<file path="config.mk">
export PLATFORM = sky130hd
export DESIGN_NAME = result_drain
export DESIGN_NICKNAME = d
export VERILOG_FILES = /design/src/rtl/result_drain.sv
export SDC_FILE = /design/constraint.sdc
export NUM_CORES = 1
export LEC_CHECK = 0
export ABC_AREA = 1
export CAP_MARGIN = 0
export CORE_UTILIZATION = 40
export CTS_CLUSTER_SIZE = 12
export DETAILED_ROUTE_END_ITERATION = 12
export GPL_TIMING_DRIVEN = 0
export PLACE_DENSITY = 0.58
export SLEW_MARGIN = 0
export SYNTH_ARGS = -nofsm -noshare
export SYNTH_HDL_FRONTEND = slang
export SYNTH_SLANG_ARGS = --single-unit
export TNS_END_PERCENT = 50
</file>
<file path="constraint.sdc">
create_clock -name clk_i -period 5.8 [get_ports clk_i]
set_input_delay 1.16 -clock clk_i [delete_from_list [all_inputs] [get_ports clk_i]]
set_output_delay 1.16 -clock clk_i [all_outputs]
set_load 0.01 [all_outputs]
</file>
<file path="src/rtl/result_drain.sv">
// Drains a contiguous address range from the two SRAM banks and streams each
// {bank A, bank B} word out as one 64-bit beat through a small output FIFO.
module result_drain #(
    parameter int ADDR_W        = 9,
    parameter int DATA_W        = 32,
    parameter int MEM_WORD_SIZE = 64,
    parameter int FIFO_DEPTH    = 4
) (
    input  logic                     clk_i,
    input  logic                     rst_i,
    input  logic                     start_i,
    input  logic [ADDR_W-1:0]        rd_start_addr,
    input  logic [ADDR_W-1:0]        rd_end_addr,
    output logic                     read,
    output logic [ADDR_W-1:0]        r_addr,
    input  logic [DATA_W-1:0]        r_data_a,
    input  logic [DATA_W-1:0]        r_data_b,
    output logic                     out_valid,
    input  logic                     out_ready,
    output logic [MEM_WORD_SIZE-1:0] out_data,
    output logic                     out_last,
    output logic                     busy,
    output logic                     done,
    output logic                     err
);

    localparam int PTR_W = (FIFO_DEPTH > 1) ? $clog2(FIFO_DEPTH) : 1;
    localparam int CNT_W = $clog2(FIFO_DEPTH + 1) + 1;

    typedef enum logic [1:0] {
        S_IDLE,
        S_ISSUE,
        S_DRAIN,
        S_DONE
    } state_t;

    state_t state_reg, state_next;

    logic [ADDR_W-1:0] r_addr_reg;
    logic [ADDR_W-1:0] end_reg;
    logic              inflight_reg;
    logic              inflight_last_reg;
    logic              err_reg;
    logic [PTR_W-1:0]  wr_ptr_reg;
    logic [PTR_W-1:0]  rd_ptr_reg;
    logic [CNT_W-1:0]  fifo_count_reg;
    logic [CNT_W-1:0]  reserved;

    logic pop;
    logic push;
    logic issue;
    logic at_end;
    logic bounds_ok;
    logic start_accept;

    logic [MEM_WORD_SIZE-1:0] entry_data [FIFO_DEPTH];
    logic                     entry_last [FIFO_DEPTH];

    function automatic logic [PTR_W-1:0] ptr_inc(input logic [PTR_W-1:0] p);
        return (p == PTR_W'(FIFO_DEPTH - 1)) ? '0 : p + 1'b1;
    endfunction

    assign pop          = (fifo_count_reg != '0) && out_ready;
    assign push         = inflight_reg;
    // Slots already spoken for: stored beats plus the read still in flight,
    // minus the beat leaving this cycle.
    assign reserved     = fifo_count_reg + CNT_W'(inflight_reg) - CNT_W'(pop);
    assign at_end       = (r_addr_reg == end_reg);
    assign bounds_ok    = (rd_start_addr <= rd_end_addr);
    assign start_accept = (state_reg == S_IDLE) && start_i;

    always_ff @(posedge clk_i) begin
        if (!rst_i) begin
            state_reg <= S_IDLE;
        end else begin
            state_reg <= state_next;
        end
    end

    always_comb begin
        state_next = state_reg;
        issue      = 1'b0;
        case (state_reg)
            S_IDLE: begin
                if (start_i) begin
                    state_next = bounds_ok ? S_ISSUE : S_DONE;
                end
            end
            S_ISSUE: begin
                issue = (reserved < CNT_W'(FIFO_DEPTH));
                if (issue && at_end) begin
                    state_next = S_DRAIN;
                end
            end
            S_DRAIN: begin
                // Leave as the final beat is accepted so done lands the cycle after.
                if (!inflight_reg &&
                    ((fifo_count_reg == '0) || ((fifo_count_reg == CNT_W'(1)) && pop))) begin
                    state_next = S_DONE;
                end
            end
            S_DONE: begin
                state_next = S_IDLE;
            end
            default: begin
                state_next = S_IDLE;
            end
        endcase
    end

    always_ff @(posedge clk_i) begin
        if (!rst_i) begin
            r_addr_reg        <= '0;
            end_reg           <= '0;
            inflight_reg      <= 1'b0;
            inflight_last_reg <= 1'b0;
            err_reg           <= 1'b0;
        end else begin
            inflight_reg      <= issue;
            inflight_last_reg <= issue && at_end;
            if (start_accept) begin
                err_reg <= !bounds_ok;
                if (bounds_ok) begin
                    r_addr_reg <= rd_start_addr;
                    end_reg    <= rd_end_addr;
                end
            end else if (issue && !at_end) begin
                // Holding at the end address keeps 2**ADDR_W-1 from wrapping to 0.
                r_addr_reg <= r_addr_reg + 1'b1;
            end
        end
    end

    always_ff @(posedge clk_i) begin
        if (!rst_i) begin
            wr_ptr_reg     <= '0;
            rd_ptr_reg     <= '0;
            fifo_count_reg <= '0;
        end else begin
            if (push) begin
                wr_ptr_reg <= ptr_inc(wr_ptr_reg);
            end
            if (pop) begin
                rd_ptr_reg <= ptr_inc(rd_ptr_reg);
            end
            case ({push, pop})
                2'b10:   fifo_count_reg <= fifo_count_reg + 1'b1;
                2'b01:   fifo_count_reg <= fifo_count_reg - 1'b1;
                default: fifo_count_reg <= fifo_count_reg;
            endcase
        end
    end

    generate
        for (genvar gi = 0; gi < FIFO_DEPTH; gi++) begin : g_entry
            logic [MEM_WORD_SIZE-1:0] data_reg;
            logic                     last_reg;

            always_ff @(posedge clk_i) begin
                if (!rst_i) begin
                    data_reg <= '0;
                    last_reg <= 1'b0;
                end else if (push && (wr_ptr_reg == PTR_W'(gi))) begin
                    data_reg <= {r_data_a, r_data_b};
                    last_reg <= inflight_last_reg;
                end
            end

            assign entry_data[gi] = data_reg;
            assign entry_last[gi] = last_reg;
        end
    endgenerate

    assign read      = ~issue;
    assign r_addr    = r_addr_reg;
    assign out_valid = (fifo_count_reg != '0);
    assign out_data  = out_valid ? entry_data[rd_ptr_reg] : '0;
    assign out_last  = out_valid ? entry_last[rd_ptr_reg] : 1'b0;
    assign busy      = (state_reg == S_ISSUE) || (state_reg == S_DRAIN);
    assign done      = (state_reg == S_DONE);
    assign err       = err_reg;

endmodule

</file>
==> results by group, run 1 <==
STA
  – Min cycle time layout: 4.54 ns
  – Hold WS: ~0.46 ns
  – Rel. slew slack: 40.9%
  – Total Neg Setup Slack: 0 ns
  – Final Slew Violations: 0
  – Setup violators final: 0
  – Unrepaired setup endpoints after global routing: false
  – Layout Skew: 0.00977 ns
  – Hold Vio Cnt, Final: 0
  – Final period utilization: between 70% and 80%
  – Worst slew pin tran: 0.887 ns
  – Fmax: 0.220 GHz

Logic synthesis
  – Cells after synthesis: 1951
  – Largest family of logic cells by synthesized area: simple AND/OR/NAND/NOR gates
  – Ranking of synthesized cells by area: dfxtp_1, nor2_1, o21ai_0, a21oi_1, clkbuf_1
  – Post-Synth Simple-Gate Area: 27.2%
  – Cell taking the most area after synthesis: dfxtp_1
  – Synth cell count leaders: nor2_1, o21ai_0, dfxtp_1
  – FFs w/ async S/R, synth: 0%
  – Top_reg_cell synth: dfxtp_1
  – Yosys top cell area share: 44.2%
  – Synth warn: 0
  – Post-synthesis mux area share: 0.379%
  – Synthesized area: 0.0132 mm^2
  – Yosys cell types: 30
  – Syn_area_per_cell: 6.76 um^2
  – Compound-Gate Fraction of Synth Area: 19.2%
  – Syn Nets: between 2000 and 2500
  – Number of synthesized register bits: 291
  – Count leader, synth: nor2_1
  – Sequential share of the synthesized area: 44.2%
  – Adder-cell share of the synthesized area: 2.75%
  – Post-synthesis xor/xnor area fraction: 0.598%
  – EDFF count, synth: 0

Finish
  – Number of fill cells: 3371
  – Area of the multi-input gates: 0.00662 mm^2
  – Reg area: roughly 0.006 mm^2
  – Nets: around 2300
  – Area delta synth->final: 24.9%
  – Number of diodes: 0
  – Ratio of cells with drive above 1 in the final layout: 4.37%
  – Max FFs per register: 256

Drt
  – Drt pass-1 iters: 5
  – Initial drt markers: 1069
  – Vias: 13200
  – Remaining DRCs: 0
  – Antenna-violating nets left: 0
  – Final wirelength: approximately 42000 um
  – Drt wl/cell: 16.2 um
  – DR vias/cell: 5.05

Run
  – Max cap viols: 0

Global route
  – Vias in the first global route: 12300
  – Initial antenna violation count: 0
  – GRT Residual Overflow: 0
  – GRT Overall Usage: 25.3%
  – First-pass GRT wire length: 67100 um
  – Largest net degree at the start of global routing: 13

Clock network
  – Hold-fix buffers at CTS: 0
  – Num CTS Buffers: 35
  – Clock root buffer: clkbuf_16
  – H-Tree Depth: 2
  – CTS resizes: 0
  – CTS sink cnt: between 200 and 300
  – Max clock buf depth: 3
  – Setup Buffers After CTS: 0
  – TritonCTS clock tree: done
  – Clock slew at reported path FFs: 0.06 ns
  – Clock latency on the worst-skew pair: 0.51 ns

Min path
  – WHS Path Cells: 1
  – Hold/Removal Path Class: register to register

Floorplan
  – Die width: 184 um
  – Core area: between 0.03 and 0.04 mm^2
  – Site row count: 66
  – Die Height: 184 um
  – Boundary Pins: 165
  – Starting Density: between 40% and 50%
  – Die area: 0.0337 mm^2

Worst setup path
  – Crit end category: primary output
  – Worst-path fanout max: 10
  – Reg2reg path depth: 13
  – Crit Path Class: register to primary output
  – Critical Path AT: around 3.4 ns
  – Worst Path Required: 4.64 ns
  – CP Launch Type: register

Status
  – Status: complete, no violations

Power and ir drop
  – Maximum vdd ir drop: 0.000189 V
  – P_leak: 6.06 nW
  – Pwr dens: 455 mW/mm^2

Placement
  – Port Buffers: 163
  – Post-DP HPWL: 29200 um
  – Gpl congestion: 0.845
-- cells by family after synthesis --
family / count (synthesis)
AO/OA/AOI/OAI: 505
XOR/XNOR: 9
adder cells (fa/ha/maj): 29
buffers and inverters: 188
flip-flops: 291
multiplexers: 5
AND/OR/NAND/NOR: 924
-- layout make-up --
| class | instances | area share [%] |
|---|---|---|
| tap | 442 | 3.36 |
| multi-input combinational | 1472 | 40.2 |
| sequential | 291 | 35.4 |
| inverter | 47 | 1.07 |
| clock buffer | 51 | 6.24 |
| clock inverter | 9 | 0.425 |
| buffer | 141 | 3.47 |
| timing repair buffer | 163 | 9.90 |
-- where the power goes --
part | switching [mW] | internal, mW
clock | 0.849 | 1.27
combinational | 1.86 | 1.18
sequential | 0.149 | 2.19
total | 2.86 | 4.63
-- cells in the final DEF, fill, tap and decap left out, types with 2 or more instances in the layout --
master | netlist | final
ha_1 | 29 | 29
buf_2 | 15 | 15
mux2i_1 | 5 | 5
clkbuf_8 | 0 | 5
nand2_1 | 66 | 66
nand2_4 | 3 | 3
nand3b_1 | 2 | 2
clkbuf_1 | 108 | 117
dfxtp_1 | 291 | 291
xor2_1 | 8 | 8
nor2_2 | 12 | 12
a21oi_1 | 89 | 89
inv_1 | 42 | 42
o21ai_0 | 412 | 412
nor3_1 | 2 | 2
nor2_1 | 811 | 811
nand3_1 | 17 | 17
nand4_1 | 3 | 3
inv_2 | 5 | 5
clkinv_2 | 0 | 8
clkbuf_16 | 0 | 37
nand2_2 | 5 | 5
clkdlybuf4s50_1 | 0 | 163
buf_1 | 16 | 16
-- metrics by stage --
stage	instances	setup WS, ns	cell area [um^2]	utilization, %	power [mW]
floorplan	1951	2.58	13200	-	4.13
global placement	2556	1.37	15400	47.4	5.38
detailed placement	2556	1.35	15400	47.4	5.40
CTS	2616	1.29	16500	50.8	7.54
global route	2616	1.12	16500	50.8	7.99
finish	2616	1.26	16500	50.8	7.49
-- path summary, 6_finish.rpt --
path | start | endpoint | slack [ns]
worst min register to register | fifo_count_reg[3] | fifo_count_reg[3] | 0.46
worst max register to register | fifo_count_reg[0] | inflight_last_reg | 3.29
worst max-delay path | rd_ptr_reg[0] | out_last | 1.26
worst min-delay path | fifo_count_reg[3] | fifo_count_reg[3] | 0.46
-- worst max-delay path, cell delays in order, from the launching register on --
cell	delay [ns]
dfxtp_1	0.35
clkbuf_1	0.27
clkbuf_1	0.68
buf_2	0.39
nor2_1	0.07
nor2_1	0.08
o21ai_0	0.13
a21oi_1	0.29
clkdlybuf4s50_1	0.60
-- layer usage --
layer | share of wire, % | wire length [um] | GRT usage, %
met1 | 46 | 19500 | 34.1
met2 | 47 | 19800 | 42.1
met3 | 5.4 | 2280 | 3.57
met4 | 1.7 | 724 | 6.50
met5 | 0 | 0 | 0
Power figures use the tool's default switching activity.
==> inputs of run 2 (changes only) <==
- PLACE_DENSITY: 0.58 -> 0.6
- clock period: 5.8 -> 3.9 ns (I/O delays scaled with it)
==> run 2 against run 1 <==
Combinational power rose by 49%. Global-route usage fell by 0.56 points. Die area unchanged. Sequential share of layout area fell by 0.19 points. Worst setup slack worse by 1.2 ns. Design area grew 0.57%.
==> results by group, run 2 (synthesized netlist as in run 1, its figures left out) <==
STA
  – Worst Slack Setup Final: 0.0993 ns
  – Worst slew pin tran: 0.868 ns
  – Layout Skew: 0.0177 ns
  – Hold Vio Cnt, Final: 0
  – Final period utilization: 97.5%
  – Fmax: 0.263 GHz
  – Setup violators final: 0
  – Min cycle time layout: 3.80 ns
  – Rel. slew slack: 42.1%
  – Unrepaired setup endpoints after global routing: true
  – Final Slew Violations: 0
  – Total Neg Setup Slack: 0 ns

Global route
  – Initial antenna violation count: 0
  – Met1 Track Usage GR: 33.5%
  – Most Crowded Layer GR: met2
  – First-pass GRT wire length: between 60000 and 70000 um
  – Met3 usage: 3.68%
  – GRT Overall Usage: between 20 and 25%
  – Largest net degree at the start of global routing: 15
  – Vias in the first global route: about 12000
  – GRT Residual Overflow: 0
  – M2 GR Usage: roughly two fifths

Drt
  – Remaining DRCs: 0
  – Initial drt markers: 1016
  – DR vias/cell: 5.02
  – Drt pass-1 iters: 5
  – Antenna-violating nets left: 0
  – Final wirelength: 41400 um
  – Vias: roughly 13000
  – Drt wl/cell: 15.8 um

Min path
  – Hold/Removal Path Class: register to register
  – WHS Path Cells: 1

Clock network
  – H-Tree Depth: 2
  – Num CTS Buffers: 35
  – Hold-fix buffers at CTS: 0
  – Clock latency on the worst-skew pair: 0.52 ns
  – Setup Buffers After CTS: 0
  – Clock root buffer: clkbuf_16
  – Max clock buf depth: 3
  – Clock slew at reported path FFs: ~0.05 ns
  – CTS sink cnt: 291
  – TritonCTS clock tree: done

Power and ir drop
  – P_leak: 6.11 nW
  – Maximum vdd ir drop: 0.000287 V
  – Pwr dens: 683 mW/mm^2

Worst setup path
  – Setup slack, reg-to-reg: 1.42 ns
  – Reg2reg path depth: 17
  – Crit end category: primary output
  – CP Launch Type: register
  – Worst Path Required: 3.12 ns
  – FF-to-FF Start: fifo_count_reg[1]
  – Worst-path fanout max: 11
  – Crit Path Class: register to primary output
  – Critical Path AT: just over 3 ns
  – Critical Path Sink: out_data[62]
  – Worst setup path startpoint: fifo_count_reg[1]
  – FF-to-FF End: r_addr[6]

Finish
  – Nets: 2263
  – Max FFs per register: roughly 260
  – Final instance area: around 0.017 mm^2
  – Area delta synth->final: 25.6%
  – Number of diodes: 0
  – Fin util: 51.1%
  – Commonest cells after routing, fill and taps aside: nor2_1, o21ai_0, dfxtp_1
  – Commonest non-fill, non-tap cell in the layout: nor2_1
  – Final Non-Filler Cells: ~2600
  – Ratio of cells with drive above 1 in the final layout: 4.88%

Floorplan
  – Core area: 0.0325 mm^2
  – Die width: 184 um
  – Boundary Pins: between 150 and 200
  – Die area: 0.0337 mm^2
  – Starting Density: 40.6%
  – Site row count: 66
  – Die Height: 184 um

Placement
  – DP Area: 0.0154 mm^2
  – Post-DP HPWL: 28800 um
  – Port Buffers: roughly 160
  – Gpl congestion: 0.873
  – Pre-CTS setup slack: 0.215 ns
  – Cells after DPL: 2556

Status
  – Status: complete, no violations

Run
  – Max cap viols: 0
-- run 2: changes by cell type in the layout (fill, tap and decap cells not counted), sizes merged --
cell,delta
buf,-1
clkinv,-6
dlymetal6s2s,+1
clkbuf,+6
inv,-1
clkinvlp,+1
clkdlybuf4s50,-1
-- run 2: worst min-delay path by stage --
stage,from,end,slack [ns]
3_5_place_dp,fifo_count_reg[3],fifo_count_reg[3],0.45
6_report,fifo_count_reg[3],fifo_count_reg[3],0.46
5_1_grt,end_reg[3],end_reg[3],0.48
2_1_floorplan,fifo_count_reg[3],fifo_count_reg[3],0.42
3_3_place_gp,fifo_count_reg[3],fifo_count_reg[3],0.45
4_1_cts,fifo_count_reg[3],fifo_count_reg[3],0.46
-- run 2: worst max-delay path: stages, from the launching register on --
cell             delay, ns
dfxtp_1               0.40
inv_1                 0.13
ha_1                  0.27
nand2_4               0.13
clkinvlp_4            0.33
clkbuf_2              0.33
a21oi_1               0.31
clkdlybuf4s50_1       0.60
-- run 2: what timing repair did --
item | CTS | global route
pin swaps | 0 | 0
setup endpoints to repair | 54 | 52
resized for setup | 1 | 12
-- run 2: stage by stage --
| stage | total power [mW] | hold WS, ns |
|---|---|---|
| after global placement | 7.99 | 0.446 |
| final | 11.3 | 0.458 |
| after detailed placement | 8.03 | 0.451 |
| after floorplan | 6.14 | 0.423 |
| after CTS | 11.4 | 0.462 |
| after global routing | 12.1 | 0.483 |
-- run 2: where the power goes --
part / leakage, nW / internal (mW) / total, mW / switching (mW)
clock: 0.588 / 2.06 / 3.33 / 1.27
combinational: 3.17 / 1.76 / 4.52 / 2.76
sequential: 2.35 / 3.25 / 3.47 / 0.219
-- run 2: per-layer routing --
layer / vias to the layer above / wire [um]
met3: 70 / 2330
li1: 6684 / -
met2: 364 / 18900
met4: 0 / 1020
met5: - / 0
met1: 6015 / 19200
-- run 2: final cells by class --
type / count / area, um^2
sequential: 291 / 5830
timing repair buffer: 163 / 1630
buffer: 138 / 568
clock buffer: 59 / 1150
inverter: 47 / 180
fill: 3301 / 15900
tap: 442 / 553
clock inverter: 3 / 40.0
multi-input combinational: 1472 / 6620
